--- config.mk ---
export PLATFORM = sky130hd
export DESIGN_NAME = spi_master_ctrl
export DESIGN_NICKNAME = d
export VERILOG_FILES = /design/src/rtl/spi_pkg.sv /design/src/rtl/spi_sclk_gen.sv /design/src/rtl/spi_master_ctrl.sv
export SDC_FILE = /design/constraint.sdc
export NUM_CORES = 1
export LEC_CHECK = 0
export ABC_AREA = 1
export BUFFER_PORTS_ARGS = -buffer_cell sky130_fd_sc_hd__buf_2
export CORE_ASPECT_RATIO = 0.9
export CORE_MARGIN = 2
export CORE_UTILIZATION = 56
export CTS_BUF_LIST = sky130_fd_sc_hd__clkbuf_4 sky130_fd_sc_hd__clkbuf_8 sky130_fd_sc_hd__clkbuf_16
export CTS_CLUSTER_DIAMETER = 40
export DETAILED_ROUTE_END_ITERATION = 12
export GPL_ROUTABILITY_DRIVEN = 0
export PLACE_DENSITY = 0.78
export SYNTH_ARGS = -nofsm -noshare
export SYNTH_HDL_FRONTEND = slang
export SYNTH_SLANG_ARGS = --single-unit
--- constraint.sdc ---
create_clock -name m_clk -period 2 [get_ports m_clk]
set_clock_uncertainty 0.05 [all_clocks]
set_input_delay 0.4 -clock m_clk [delete_from_list [all_inputs] [get_ports m_clk]]
set_output_delay 0.4 -clock m_clk [all_outputs]
set_load 0.02 [all_outputs]
--- src/rtl/spi_pkg.sv ---
`default_nettype none
// ============================================================================
// spi_pkg : shared SPI master types, mode constants and parameter defaults
// Rev 1.0
// ============================================================================
package spi_pkg;

    typedef enum logic [2:0] {
        IDLE  = 3'd0,
        SETUP = 3'd1,
        XFER  = 3'd2,
        HOLD  = 3'd3,
        GAP   = 3'd4
    } spi_state_e;

    localparam logic c_spi_cpol = 1'b0;
    localparam logic c_spi_cpha = 1'b0;

    localparam int c_def_data_w = 8;
    localparam int c_def_div    = 10;
    localparam int c_def_cs_gap = 2;

endpackage
`default_nettype wire

--- src/rtl/spi_sclk_gen.sv ---
`default_nettype none
// ============================================================================
// spi_sclk_gen : half-period counter and SPI clock toggle with edge strobes
// Rev 1.0
// ============================================================================
module spi_sclk_gen
    import spi_pkg::*;
#(
    parameter int DIV = c_def_div
)
(
    input  logic m_clk,
    input  logic rst,
    input  logic enable_i,
    input  logic clear_i,
    input  logic toggle_i,
    output logic spi_clk_o,
    output logic half_evt_o,
    output logic rise_evt_o,
    output logic fall_evt_o
);

    localparam int                 c_cnt_w    = (DIV > 1) ? $clog2(DIV) : 1;
    localparam logic [c_cnt_w-1:0] c_cnt_last = c_cnt_w'(DIV - 1);

    logic [c_cnt_w-1:0] hcnt_q;
    logic [c_cnt_w-1:0] hcnt_d;
    logic               sclk_q;
    logic               sclk_d;
    logic               w_half_evt;

    assign w_half_evt = enable_i && !clear_i && (hcnt_q == c_cnt_last);

    always_comb begin
        hcnt_d = hcnt_q;
        sclk_d = sclk_q;
        if (clear_i) begin
            hcnt_d = '0;
            sclk_d = c_spi_cpol;
        end else if (enable_i) begin
            hcnt_d = w_half_evt ? '0 : hcnt_q + 1'b1;
            // The clock only moves while toggling is allowed; SETUP/HOLD just time out.
            if (w_half_evt && toggle_i) begin
                sclk_d = ~sclk_q;
            end
        end
    end

    always_ff @(posedge m_clk) begin
        if (rst) begin
            hcnt_q <= '0;
            sclk_q <= c_spi_cpol;
        end else begin
            hcnt_q <= hcnt_d;
            sclk_q <= sclk_d;
        end
    end

    assign spi_clk_o  = sclk_q;
    assign half_evt_o = w_half_evt;
    assign rise_evt_o = w_half_evt && toggle_i && (sclk_q == c_spi_cpol);
    assign fall_evt_o = w_half_evt && toggle_i && (sclk_q != c_spi_cpol);

endmodule
`default_nettype wire

--- src/rtl/spi_master_ctrl.sv ---
`default_nettype none
// ============================================================================
// spi_master_ctrl : single-word mode-0 SPI master (CS setup, clocking, hold, gap)
// Rev 1.0
// ============================================================================
module spi_master_ctrl
    import spi_pkg::*;
#(
    parameter int DATA_W = c_def_data_w,
    parameter int DIV    = c_def_div,
    parameter int CS_GAP = c_def_cs_gap
)
(
    input  logic              m_clk,
    input  logic              rst,
    input  logic [DATA_W-1:0] tx_data,
    input  logic              tx_valid,
    output logic              tx_ready,
    output logic [DATA_W-1:0] rx_data,
    output logic              rx_valid,
    output logic              busy,
    output logic              spi_cs,
    output logic              spi_clk,
    output logic              spi_mosi,
    input  logic              spi_miso
);

    localparam int                 c_bit_w    = $clog2(DATA_W + 1);
    localparam int                 c_gap_w    = $clog2(CS_GAP + 1);
    localparam logic [c_bit_w-1:0] c_bit_last = c_bit_w'(DATA_W);
    localparam logic [c_gap_w-1:0] c_gap_last = c_gap_w'(CS_GAP - 1);

    spi_state_e          state_q;
    spi_state_e          state_d;
    logic [DATA_W-1:0]   tx_sh_q;
    logic [DATA_W-1:0]   tx_sh_d;
    logic [DATA_W-1:0]   rx_sh_q;
    logic [DATA_W-1:0]   rx_sh_d;
    logic [c_bit_w-1:0]  bit_cnt_q;
    logic [c_bit_w-1:0]  bit_cnt_d;
    logic [c_gap_w-1:0]  gap_cnt_q;
    logic [c_gap_w-1:0]  gap_cnt_d;
    logic                cs_q;
    logic                cs_d;
    logic                mosi_q;
    logic                mosi_d;
    logic [DATA_W-1:0]   rx_data_q;
    logic [DATA_W-1:0]   rx_data_d;
    logic                rx_valid_q;
    logic                rx_valid_d;

    logic                w_gen_en;
    logic                w_gen_clr;
    logic                w_gen_tog;
    logic                w_half_evt;
    logic                w_rise_evt;
    logic                w_fall_evt;
    logic                w_sclk;

    assign w_gen_clr = (state_q == IDLE);
    assign w_gen_en  = (state_q == SETUP) || (state_q == XFER) || (state_q == HOLD);
    assign w_gen_tog = (state_q == XFER);

    spi_sclk_gen #(
        .DIV (DIV)
    ) u_sclk_gen (
        .m_clk      (m_clk),
        .rst        (rst),
        .enable_i   (w_gen_en),
        .clear_i    (w_gen_clr),
        .toggle_i   (w_gen_tog),
        .spi_clk_o  (w_sclk),
        .half_evt_o (w_half_evt),
        .rise_evt_o (w_rise_evt),
        .fall_evt_o (w_fall_evt)
    );

    always_comb begin
        state_d    = state_q;
        tx_sh_d    = tx_sh_q;
        rx_sh_d    = rx_sh_q;
        bit_cnt_d  = bit_cnt_q;
        gap_cnt_d  = gap_cnt_q;
        cs_d       = cs_q;
        mosi_d     = mosi_q;
        rx_data_d  = rx_data_q;
        rx_valid_d = 1'b0;

        unique case (state_q)
            IDLE: begin
                if (tx_valid) begin
                    tx_sh_d   = tx_data;
                    rx_sh_d   = '0;
                    bit_cnt_d = '0;
                    cs_d      = 1'b0;
                    mosi_d    = tx_data[DATA_W-1];
                    state_d   = SETUP;
                end
            end
            SETUP: begin
                if (w_half_evt) begin
                    state_d = XFER;
                end
            end
            XFER: begin
                if (w_rise_evt) begin
                    rx_sh_d   = DATA_W'({rx_sh_q, spi_miso});
                    bit_cnt_d = bit_cnt_q + 1'b1;
                end
                // The falling edge after the final sample closes the clocking phase.
                if (w_fall_evt) begin
                    if (bit_cnt_q == c_bit_last) begin
                        state_d = HOLD;
                    end else begin
                        tx_sh_d = tx_sh_q << 1;
                        mosi_d  = tx_sh_d[DATA_W-1];
                    end
                end
            end
            HOLD: begin
                if (w_half_evt) begin
                    cs_d       = 1'b1;
                    mosi_d     = 1'b0;
                    rx_data_d  = rx_sh_q;
                    rx_valid_d = 1'b1;
                    gap_cnt_d  = '0;
                    state_d    = GAP;
                end
            end
            GAP: begin
                if (gap_cnt_q == c_gap_last) begin
                    state_d = IDLE;
                end else begin
                    gap_cnt_d = gap_cnt_q + 1'b1;
                end
            end
            default: begin
                cs_d    = 1'b1;
                mosi_d  = 1'b0;
                state_d = IDLE;
            end
        endcase
    end

    always_ff @(posedge m_clk) begin
        if (rst) begin
            state_q    <= IDLE;
            tx_sh_q    <= '0;
            rx_sh_q    <= '0;
            bit_cnt_q  <= '0;
            gap_cnt_q  <= '0;
            cs_q       <= 1'b1;
            mosi_q     <= 1'b0;
            rx_data_q  <= '0;
            rx_valid_q <= 1'b0;
        end else begin
            state_q    <= state_d;
            tx_sh_q    <= tx_sh_d;
            rx_sh_q    <= rx_sh_d;
            bit_cnt_q  <= bit_cnt_d;
            gap_cnt_q  <= gap_cnt_d;
            cs_q       <= cs_d;
            mosi_q     <= mosi_d;
            rx_data_q  <= rx_data_d;
            rx_valid_q <= rx_valid_d;
        end
    end

    assign tx_ready = (state_q == IDLE);
    assign busy     = (state_q != IDLE);
    assign rx_data  = rx_data_q;
    assign rx_valid = rx_valid_q;
    assign spi_cs   = cs_q;
    assign spi_clk  = w_sclk;
    assign spi_mosi = mosi_q;

endmodule
`default_nettype wire
; Yosys cells after proc, flatten, opt, wreduce, memory -nomap -nowiden
; Cells that the tools add are included.
[classes]
n_addsub = 3
n_eq_ne = 16
n_mux = 30
bitwise_logic = 4
reduce_logical = 24
[ops]
columns = op, count
row1 = 7-bit 2-to-1 mux, 3
row2 = 3-bit 2-to-1 mux, 6
row3 = 8-bit 2-to-1 mux, 2
row4 = 8-bit case mux with 2 select lines, 1
row5 = 3-bit case mux with 5 select lines, 1
row6 = "2-bit inequality test, second input constant", 7
row7 = 7-bit case mux with 2 select lines, 1
row8 = 4-bit 2-to-1 mux, 3
row9 = 3-bit AND reduction, 3
row10 = "4-bit by 1-bit adder with 4-bit output, second input constant", 2
row11 = "4-bit == test, second input constant", 2
row12 = 4-bit case mux with 2 select lines, 1
row13 = 1-bit 2-to-1 mux, 7
row14 = "3-bit by 2-bit == test with 1-bit output, second input constant", 2
row15 = 6-bit AND reduction, 1
row16 = 2-bit OR reduction, 3
row17 = 1-bit logical AND, 5
row18 = 5-bit AND reduction, 1
row19 = 2-bit 2-to-1 mux, 2
row20 = "2-bit by 1-bit inequality test with 1-bit output, second input constant", 2
row21 = 1-bit NOT, 4
row22 = 1-bit case mux with 4 select lines, 1
row23 = 2-bit case mux with 2 select lines, 1
row24 = 2-bit AND reduction, 2
row25 = 12 further kinds, 14
[word_totals]
reg_bits = 40
out_inout_bits = 14
word_cells = 88

; Logic depth before layout (Yosys ltp)
[depth]
ltp_word = 9
depth_mapped = 11

; By module
; A second synthesis with hierarchy kept.
[unflattened]
hier_cells = 270
hier_area_um2 = 1911.8
[modules_own_cells]
columns = module, n_inst, cells_per_inst, area_per_inst_um2, seq_area_each_um2
row1 = spi_master_ctrl, 1, 229, 1619.1, 700.7
row2 = spi_sclk_gen, 1, 41, 292.8, 100.1

; Least setup slack after synthesis
; No wires, ideal clock.
[synth_timing]
kind = register to register
start = register u_sclk_gen.hcnt_q[0]
end = register rx_sh_q[1]
setup_ns = 0.124
t_arrival_ns = 1.342
required_ns = 1.826
setup_slack_ns = 0.484
stages_incl_launch_ff = 8
synth_period_minus_slack_ns = 1.516
path_cell_list = dfxtp_1 > ha_1 > nand3_4 > o21ai_2 > nand3_1 > buf_2 > o21ai_1 > nor2_1
[synth_between]
elab_chain_len = 6
[synth_lines]
columns = item, line
row1 = "start, declared", spi_sclk_gen.sv:26  ; logic [c_cnt_w-1:0] hcnt_q;
row2 = "start signal, assigned", spi_sclk_gen.sv:54  ; hcnt_q <= hcnt_d;
row3 = 4-bit == test, spi_sclk_gen.sv:32  ; assign w_half_evt = enable_i && !clear_i && (hcnt_q == c_cnt_last);
row4 = 1-bit logical AND, spi_sclk_gen.sv:32
row5 = 1-bit logical AND (2 in a row), spi_sclk_gen.sv:61  ; assign rise_evt_o = w_half_evt && toggle_i && (sclk_q == c_spi_cpol);
row6 = 2-bit inequality test (no line), n/a
row7 = 3-bit AND reduction (no line), n/a
row8 = "end signal, assigned", spi_master_ctrl.sv:159  ; rx_sh_q <= rx_sh_d;
row9 = "end, declared", spi_master_ctrl.sv:37  ; logic [DATA_W-1:0] rx_sh_q;
; No other way between the ends.
; A chain may end at the register's enable or synchronous reset.

; Worst setup path after layout
[layout_timing]
start = register state_q[2]
end = output port tx_ready
[layout_between]
elab_chain_len = 1
[layout_lines]
columns = item, line
row1 = "start, declared", spi_master_ctrl.sv:33  ; spi_state_e state_q;
row2 = "start signal, assigned", spi_master_ctrl.sv:157  ; state_q <= state_d;
row3 = 3-bit zero test, spi_master_ctrl.sv:169  ; assign tx_ready = (state_q == IDLE);
row4 = "end, declared", spi_master_ctrl.sv:18  ; output logic tx_ready,
; No other way between the ends.

==> impl_metrics.tcl <==
set metrics [dict create \
    status "complete, no violations" \
    power.share.switching_pct 44.26 \
    final_util_pct 64.96 \
    wl_mm 3.646 \
    wl_per_cell_microns 10.85 \
    cts.sinks 40 \
    postCtsSetupRepairBufs 0 \
    ios 26 \
    syn_area_sq_mm 0.001926 \
    yosys_warnings 0 \
    reg2reg_from "u_sclk_gen.hcnt_q[0]" \
    p_leak_uw 0.001012 \
    worstHoldStart "spi_miso" \
    timing.rr.end "rx_sh_q[0]" \
    pwr-share-comb_pct 47.4 \
    htreeDepth 2 \
    cp-startpoint "state_q[2]" \
    cts_resized 0 \
    internal_power_uw 1698 \
    worstSetupEndpointType "output pin" \
    reg2reg_slack_ps 290 \
    worst_hold_path.num_cells 3 \
    yosys.area.top_type "dfxtp_1" \
    start_util_pct 57.86 \
    met1_usage_pct 28.54 \
    crit_required_ps 1550 \
    final_common_cell "nand2_1" \
    grt_pass1_vias 1491 \
    met3_usage_pct 4.753 \
    via_per_inst 4.902 \
    antenna_found_initial 0 \
    synth_cells 264 \
    ys_ff_latch 40 \
    dp_hpwl_mm 2.695 \
    syn_area_per_cell_sq_um 7.294 \
    finalHoldViolCount 0 \
    clkTransAtPathRegs_ps 70 \
    cp-start-kind "flop" \
    ant_nets 0 \
    reg2reg_depth 7 \
    cap_violations 0 \
    yosysTopAreaCellShare_pct 41.59 \
    cts_buffers 5 \
    final_cell_mix "nand2_1, dfxtp_1, nor2_1, buf_2, inv_1" \
    max_slew.worst_pin.slew_ps 401.8 \
    cts_root_buf "clkbuf_8" \
    ys_types 32 \
    track_usage_pct 22.00 \
    power_uw 3047 \
    syn_nets 281 \
    clockPowerShare_pct 16.8 \
    fin_setup_tns_ps 0 \
    clk_latency_ps 300 \
    clk_path_buf_depth 2 \
    yosysSeqAreaShare_pct 41.59 \
    io_buffer_count 25 \
    post-route-period-util_pct 89.84 \
    fin_nets 309 \
    overflow 0 \
    n_antenna_cell 0 \
    cts_tree "yes" \
    slew_headroom_pct 73.12 \
    use_met2_pct 34.05 \
    die_h_microns 59.63 \
    drtIter0Drc 80 \
    dieArea_sq_mm 0.003924 \
    rsz0062_at_grt "no" \
    yosys-top-cells-area "dfxtp_1, nand2_1, nor2_1" \
    grt_pass1_wl_mm 6.458 \
    firstDrtPassIters 4 \
    power.density_mw_per_mm2 1409 \
    coreArea_sq_mm 0.003328 \
    setup_viol 0 \
    p_sw_uw 1349 \
    drive_gt1_share_pct 20.21 \
    area_delta_synth_final_pct 12.28 \
    vias 1647 \
    hp-class "input port to flop" \
    die_w_microns 65.81 \
    maxSlewViolCount 0 \
    power_frac_seq_pct 35.8 \
    rows 20 \
    holdPathEnd "rx_sh_q[0]" \
    fmaxAchievable_mhz 556.5 \
    max-vdd-ir-drop_uv 631.4 \
    cts_hold_buffers 0 \
    worstSetupPathType "flop to output pin" \
    grt_most_used_layer "met2" \
    fin_crit_ps 1797 \
    worstPathArrival_ps 1350 \
    path_max_fanout 9 \
    grt_max_degree 22 \
    drcViolationCount 0 \
]
-- power by group through the flow --
stage	logic (uW)	clock network, uW	registers [uW]
2_1_floorplan	1190	0	1110
3_3_place_gp	1410	0	1110
3_5_place_dp	1440	0	1110
4_1_cts	1450	527	1090
5_1_grt	1650	553	1120
6_report	1440	512	1090
-- synthesized netlist by cell type --
library cell	n
nand2_1	66
dfxtp_1	40
nor2_1	37
inv_1	22
o21ai_1	18
a21oi_1	16
o21ai_0	8
nor2_2	7
nand3_1	6
nand4_1	6
ha_1	5
inv_2	5
nand2_2	3
buf_2	2
buf_6	2
clkbuf_1	2
nand3b_1	2
nor2_4	2
xor2_1	2
a211oi_1	1
buf_4	1
inv_4	1
nand3_4	1
nand3b_4	1
nor2_8	1
nor3_4	1
nor4_1	1
o21ai_2	1
o21bai_1	1
or2_1	1
or2_2	1
xnor2_1	1
-- stage by stage --
step / std cells / worst slack, ps / hold slack [ps] / area (sq um)
finish: 336 / 203.2 / 308.2 / 2162
global route: 336 / 131.4 / 346.2 / 2162
CTS: 336 / 200.1 / 303.6 / 2162
detailed placement: 329 / 315.3 / 394.9 / 2081
global placement: 329 / 359.8 / 399.8 / 2081
floorplan: 264 / 483.8 / 379.8 / 1926
-- worst max path at each step --
stage / to / slack, ps / cells past startpoint
after floorplan: rx_sh_q[1] / 480 / 7
after global placement: rx_sh_q[3] / 360 / 7
after detailed placement: rx_sh_q[0] / 320 / 7
after CTS: tx_ready / 200 / 4
after global routing: rx_sh_q[0] / 130 / 7
final: tx_ready / 200 / 4
-- worst max-delay path, stage by stage, from the launching register on --
cell     delay [ps]
dfxtp_1         380
nor2_4          250
nand2_1         170
inv_1           100
buf_2           160
-- sequential cells by signal, indices dropped and copies added, names as in the netlist --
name                  cells
rx_data                   8
rx_sh_q                   8
tx_sh_q                   7
bit_cnt_q                 4
u_sclk_gen.hcnt_q         4
state_q                   3
gap_cnt_q                 2
rx_valid                  1
spi_cs                    1
spi_mosi                  1
u_sclk_gen.spi_clk_o      1
-- metal layers --
layer | part of all wire (%) | up-vias
li1 | - | 895
met1 | 51 | 708
met2 | 42 | 37
met3 | 5.2 | 7
met4 | 2.3 | 0
met5 | 0 | -
-- cells by family after synthesis --
logic type	after synthesis	synth area share, %
compound gates	45	12.15
xor+xnor	3	1.365
fa+ha+maj	5	3.249
buf+inv	35	8.058
flops	40	41.59
simple gates	136	33.59
-- layout make-up --
class | count | area (sq um)
clock inverter | 1 | 5.005
fill | 306 | 1166
inverter | 28 | 107.6
tap | 44 | 55.05
sequential | 40 | 800.8
clock buffer | 6 | 76.32
multi-input combinational | 189 | 969.7
timing repair buffer | 28 | 147.6
(Power assumes the default switching activity.)
